[config.mk]
export PLATFORM = sky130hd
export DESIGN_NAME = spi_mem_host_flat
export DESIGN_NICKNAME = d
export VERILOG_FILES = /design/src/rtl/spi_mem_host_if.sv /design/src/rtl/spi_mem_host.sv /design/src/flat_wrapper.sv
export SDC_FILE = /design/constraint.sdc
export NUM_CORES = 1
export LEC_CHECK = 0
export ABC_AREA = 1
export BUFFER_PORTS_ARGS = -buffer_cell sky130_fd_sc_hd__clkbuf_2
export CAP_MARGIN = 20
export CORE_AREA = 2 2 73 75
export DETAILED_ROUTE_END_ITERATION = 10
export DIE_AREA = 0 0 75 77
export PLACE_DENSITY_LB_ADDON = 0.15
export RECOVER_POWER = 100
export REMOVE_ABC_BUFFERS = 1
export SETUP_SLACK_MARGIN = 0.2
export SYNTH_ARGS = -nofsm -noshare
export SYNTH_HDL_FRONTEND = slang
export SYNTH_SLANG_ARGS = --single-unit
[constraint.sdc]
create_clock -name clk -period 1.9 [get_ports clk]
set_clock_uncertainty 0.05 [all_clocks]
set_input_delay 0.38 -clock clk [delete_from_list [all_inputs] [get_ports clk]]
set_output_delay 0.38 -clock clk [all_outputs]
set_load 0.01 [all_outputs]
[src/rtl/spi_mem_host_if.sv]
// spi_mem_host_if: host request port plus serial link to the responder.
// master = host/responder side, slave = spi_mem_host.
interface spi_mem_host_if;
  logic       req;
  logic       we;
  logic [7:0] addr;
  logic [7:0] wdata;
  logic       busy;
  logic       done;
  logic [7:0] rdata;
  logic       err;
  logic       cs;
  logic       miso;
  logic       mosi;
  logic       ready;
  logic       op_done;

  modport master (
    output req, we, addr, wdata,
    output mosi, ready, op_done,
    input  busy, done, rdata, err,
    input  cs, miso
  );

  modport slave (
    input  req, we, addr, wdata,
    input  mosi, ready, op_done,
    output busy, done, rdata, err,
    output cs, miso
  );
endinterface

[src/rtl/spi_mem_host.sv]
// spi_mem_host: bit-serial initiator for the SPI memory responder.
// Frames single-byte reads/writes, LSB first, with a wait timeout.
module spi_mem_host #(
  parameter int TIMEOUT_CYCLES = 64
) (
  input logic           clk,
  input logic           rst,
  spi_mem_host_if.slave bus
);

  localparam logic [2:0] IDLE      = 3'd0;
  localparam logic [2:0] MODE      = 3'd1;
  localparam logic [2:0] SHIFT     = 3'd2;
  localparam logic [2:0] WAIT_RDY  = 3'd3;
  localparam logic [2:0] RECV      = 3'd4;
  localparam logic [2:0] WAIT_DONE = 3'd5;

  localparam int TW = $clog2(TIMEOUT_CYCLES + 1);

  logic [2:0]    state;
  logic          we_q;
  logic [15:0]   sr;
  logic [4:0]    cnt;
  logic [7:0]    rbuf;
  logic [TW-1:0] tmr;
  logic          cs_q;
  logic          miso_q;
  logic          busy_q;
  logic          done_q;
  logic          err_q;
  logic [7:0]    rdata_q;
  logic [4:0]    nbits;
  logic          tmo;

  assign bus.cs    = cs_q;
  assign bus.miso  = miso_q;
  assign bus.busy  = busy_q;
  assign bus.done  = done_q;
  assign bus.err   = err_q;
  assign bus.rdata = rdata_q;

  assign nbits = we_q ? 5'd16 : 5'd8;
  assign tmo   = (tmr == TW'(TIMEOUT_CYCLES - 1));

  always_ff @(posedge clk) begin
    if (rst) begin
      state   <= IDLE;
      we_q    <= 1'b0;
      sr      <= '0;
      cnt     <= '0;
      rbuf    <= '0;
      tmr     <= '0;
      cs_q    <= 1'b1;
      miso_q  <= 1'b0;
      busy_q  <= 1'b0;
      done_q  <= 1'b0;
      err_q   <= 1'b0;
      rdata_q <= '0;
    end else begin
      done_q <= 1'b0;
      err_q  <= 1'b0;
      case (state)
        IDLE: begin
          if (bus.req) begin
            we_q   <= bus.we;
            sr     <= {bus.wdata, bus.addr};
            cs_q   <= 1'b0;
            miso_q <= bus.we;
            busy_q <= 1'b1;
            state  <= MODE;
          end
        end
        // mode bit stays on the line a second cycle
        MODE: begin
          cnt   <= '0;
          state <= SHIFT;
        end
        SHIFT: begin
          if (cnt == nbits) begin
            cs_q   <= 1'b1;
            miso_q <= 1'b0;
            tmr    <= '0;
            state  <= we_q ? WAIT_DONE : WAIT_RDY;
          end else begin
            miso_q <= sr[0];
            sr     <= {1'b0, sr[15:1]};
            cnt    <= cnt + 5'd1;
          end
        end
        WAIT_RDY: begin
          if (bus.ready) begin
            rbuf[0] <= bus.mosi;
            cnt     <= 5'd1;
            state   <= RECV;
          end else if (tmo) begin
            done_q <= 1'b1;
            err_q  <= 1'b1;
            busy_q <= 1'b0;
            state  <= IDLE;
          end else begin
            tmr <= tmr + TW'(1);
          end
        end
        RECV: begin
          rbuf[cnt[2:0]] <= bus.mosi;
          if (cnt == 5'd7) begin
            tmr   <= '0;
            state <= WAIT_DONE;
          end else begin
            cnt <= cnt + 5'd1;
          end
        end
        WAIT_DONE: begin
          if (bus.op_done) begin
            done_q <= 1'b1;
            busy_q <= 1'b0;
            if (!we_q) rdata_q <= rbuf;
            state <= IDLE;
          end else if (tmo) begin
            done_q <= 1'b1;
            err_q  <= 1'b1;
            busy_q <= 1'b0;
            state  <= IDLE;
          end else begin
            tmr <= tmr + TW'(1);
          end
        end
        default: state <= IDLE;
      endcase
    end
  end

endmodule
[src/flat_wrapper.sv]
// flat-port wrapper written by rule: the top's interface ports become plain ports
module spi_mem_host_flat 
#(
  parameter int TIMEOUT_CYCLES = 64
)
  (clk, rst, bus_req, bus_we, bus_addr, bus_wdata, bus_mosi, bus_ready, bus_op_done, bus_busy, bus_done, bus_rdata, bus_err, bus_cs, bus_miso);
  spi_mem_host_if bus_i ();
  input logic clk;
  input logic rst;
  input wire logic [$bits(bus_i.req)-1:0] bus_req;
  input wire logic [$bits(bus_i.we)-1:0] bus_we;
  input wire logic [$bits(bus_i.addr)-1:0] bus_addr;
  input wire logic [$bits(bus_i.wdata)-1:0] bus_wdata;
  input wire logic [$bits(bus_i.mosi)-1:0] bus_mosi;
  input wire logic [$bits(bus_i.ready)-1:0] bus_ready;
  input wire logic [$bits(bus_i.op_done)-1:0] bus_op_done;
  output wire logic [$bits(bus_i.busy)-1:0] bus_busy;
  output wire logic [$bits(bus_i.done)-1:0] bus_done;
  output wire logic [$bits(bus_i.rdata)-1:0] bus_rdata;
  output wire logic [$bits(bus_i.err)-1:0] bus_err;
  output wire logic [$bits(bus_i.cs)-1:0] bus_cs;
  output wire logic [$bits(bus_i.miso)-1:0] bus_miso;
  assign bus_i.req = bus_req;
  assign bus_i.we = bus_we;
  assign bus_i.addr = bus_addr;
  assign bus_i.wdata = bus_wdata;
  assign bus_i.mosi = bus_mosi;
  assign bus_i.ready = bus_ready;
  assign bus_i.op_done = bus_op_done;
  assign bus_busy = bus_i.busy;
  assign bus_done = bus_i.done;
  assign bus_rdata = bus_i.rdata;
  assign bus_err = bus_i.err;
  assign bus_cs = bus_i.cs;
  assign bus_miso = bus_i.miso;
  spi_mem_host #(.TIMEOUT_CYCLES(TIMEOUT_CYCLES)) u_core (.clk(clk), .rst(rst), .bus(bus_i));
endmodule
==> flow_summary.json <==
{
  "cts.sinks": 53,
  "endpoint_kind": "flop",
  "clk_pin_slew_ns": 0.10,
  "cts_buffer_depth": 2,
  "maxSlewHeadroom_pct": 78.8,
  "ant_nets": 0,
  "globalRouteTotalUtil_pct": 20.9,
  "wl_per_cell_um": 11.2,
  "worstHoldPathType": "primary input to flop",
  "n_fill_cell": 481,
  "diodes": 0,
  "netlist_instances": 393,
  "hold_viol": 0,
  "grt_antenna_before_repair": 0,
  "numPortBuffers": 35,
  "arrival_ns": 1.83,
  "core.rowCount": 26,
  "synthTopCellsByCount": "67 x nand2_1, 53 x dfxtp_1, 46 x nor2_1, 39 x inv_1, 36 x a21oi_1",
  "post_synth_num_cell_types": 27,
  "viasPerCell": 5.09,
  "grt_overflow": 0,
  "fin_crit_sh_pct": 88.5,
  "start_util_pct": 55.4,
  "yosysWarningCount": 0,
  "clk_latency_ns": 0.31,
  "grt_setup_unrepaired": "yes",
  "fmax_mhz": 595,
  "required_ns": 2.05,
  "status": "finished, final reports clean",
  "synthFlopType": "dfxtp_1",
  "power_leakage_nw": 1.35,
  "first_iter_violations": 118,
  "grt_max_degree": 29,
  "maxSlewViolCount": 0,
  "power_density_nw_per_um2": 1370,
  "first_pass_iters": 4,
  "io_pins": 36,
  "core_area_um2": 4980,
  "yosysTopAreaCell": "dfxtp_1",
  "dp_slack_ns": 0.143,
  "gp_congestion": 0.850,
  "crit_path_cell_trace": "nor2_1 -> nand3_1 -> inv_2 -> nor2_4 -> inv_2 -> nand2_8 -> buf_12 -> o21ai_0 -> a21oi_1",
  "ys_seq_elements": 53,
  "layout.cells.non_filler": 503,
  "synth.area.top_cells": "dfxtp_1 39%, nand2_1 9.1%, a21oi_1 6.5%",
  "setup_slack_ns": 0.219,
  "area_growth_pct": 12.9,
  "finalWorstPathRequiredPeriod_ns": 1.68,
  "post-route-drc-count": 0,
  "synth.most_common_cell": "nand2_1",
  "die_y_um": 77,
  "routed_wl_um": 5640,
  "avgSynthCellArea_um2": 7.01,
  "max_stage_delay_ns": 0.38,
  "root_buffer": "clkbuf_8",
  "crit_top_cell": "inv_2",
  "fin_util_pct": 62.5,
  "ir_drop_uv": 786,
  "synthArstFlopShare_pct": 0,
  "cts-buffers-inserted": 5,
  "slowest_stage": "dfxtp_2",
  "worst_pin_slew_ns": 0.318,
  "post-place-cells": 491,
  "setup_viol": 0,
  "crit_fanout": 23,
  "cts_max_level": 2,
  "hold_buffers": 0,
  "die_w_um": 75,
  "yosysSeqAreaShare_pct": 38.5,
  "fin_hold_ws_ns": 0.243,
  "finalSetupTns_ns": 0,
  "grt_pass1_wl_um": 9650,
  "grt_pass1_vias": 2308,
  "fp.dieArea_um2": 5780,
  "place.detailed.hpwl_um": 3990,
  "layout.nets": 458,
  "max-cap-violations": 0,
  "crit_type": "flop to flop",
  "synth_top_area_share_pct": 38.5,
  "drive_above_1_share_pct": 19.6,
  "cts_tree": "built",
  "synth-edff-count": 0,
  "num_vias": 2558,
  "netlist_area_um2": 2760,
  "startpoint_type": "flop"
}
[flip-flops by register name, indices dropped and copies added, names as in the netlist]
register          count
u_core.bus.busy       1
u_core.bus.rdata      8
u_core.we_q           1
u_core.tmr            7
u_core.rbuf           8
u_core.state          3
u_core.sr            16
u_core.cnt            5
u_core.bus.cs         1
u_core.bus.miso       1
u_core.bus.done       1
u_core.bus.err        1
[metal layers]
layer | up-vias | part of all wire [%] | global-route usage, %
li1 | 1351 | - | -
met1 | 1130 | 46 | 26.4
met2 | 66 | 47 | 34.4
met3 | 11 | 5.0 | 4.20
met4 | 0 | 2.1 | 7.68
met5 | - | 0 | 0
[layout by cell type (no fill, tap or decap), drive strengths merged]
cell      count
nand4         2
nand3        32
dfxtp        53
o21ai        54
a21oi        37
o31ai         1
clkinvlp      1
clkbuf       45
a31oi         2
nand2        78
nor2         55
ha            3
nor3          8
inv          52
buf          10
[final cells by class]
type	count	area, um^2	area share (%)
flip-flops and latches	53	1070	34.5
repair buffers	48	258	8.29
clock buffers	7	76.3	2.45
clock inverters	1	7.51	0.241
inverters	52	198	6.36
well taps	70	87.6	2.82
multi-input cells	272	1410	45.3
[worst max-delay path, delay by kind of cell (launching register included)]
family                 cells  cell delay (ns)
and+or+nand+nor            4             0.55
DFF                        1             0.38
buffers and inverters      3             0.40
AOI/OAI and AO/OA          2             0.20
[report_power, final]
group,total (mW),leakage [nW],internal (mW),switching [mW]
sequential,1.54,0.436,1.37,0.172
clock,0.621,0.0385,0.262,0.360
combinational,2.09,0.871,0.749,1.34
[cell families after synthesis]
group / share of synthesized area [%]
AO/OA/AOI/OAI: 17.7
adder cells (fa/ha/maj): 1.36
buffers and inverters: 11.1
AND/OR/NAND/NOR: 31.3
flip-flops: 38.5
[final timing paths]
path / slack [ns] / endpoint / startpoint / depth (start not counted)
worst max-delay path: 0.22 / u_core.sr[6] / u_core.state[0] / 9
worst min-delay path: 0.24 / u_core.sr[15] / bus_wdata[7] / 3
worst max register to register: 0.22 / u_core.sr[6] / u_core.state[0] / 9
worst min register to register: 0.40 / u_core.sr[7] / u_core.sr[7] / 2
[per-stage QoR]
step	power, mW	cell area (um^2)
floorplan	3.06	2650
global route	4.61	3110
global placement	3.55	2990
CTS	4.25	3080
finish	4.25	3110
detailed placement	3.59	2990
[timing repair]
item / in CTS / in global routing
resized for setup: 4 / 19
setup buffers: 0 / 4
pin swaps: 0 / 2
endpoints found under the setup margin: 5 / 35
(Power assumes the default switching activity.)
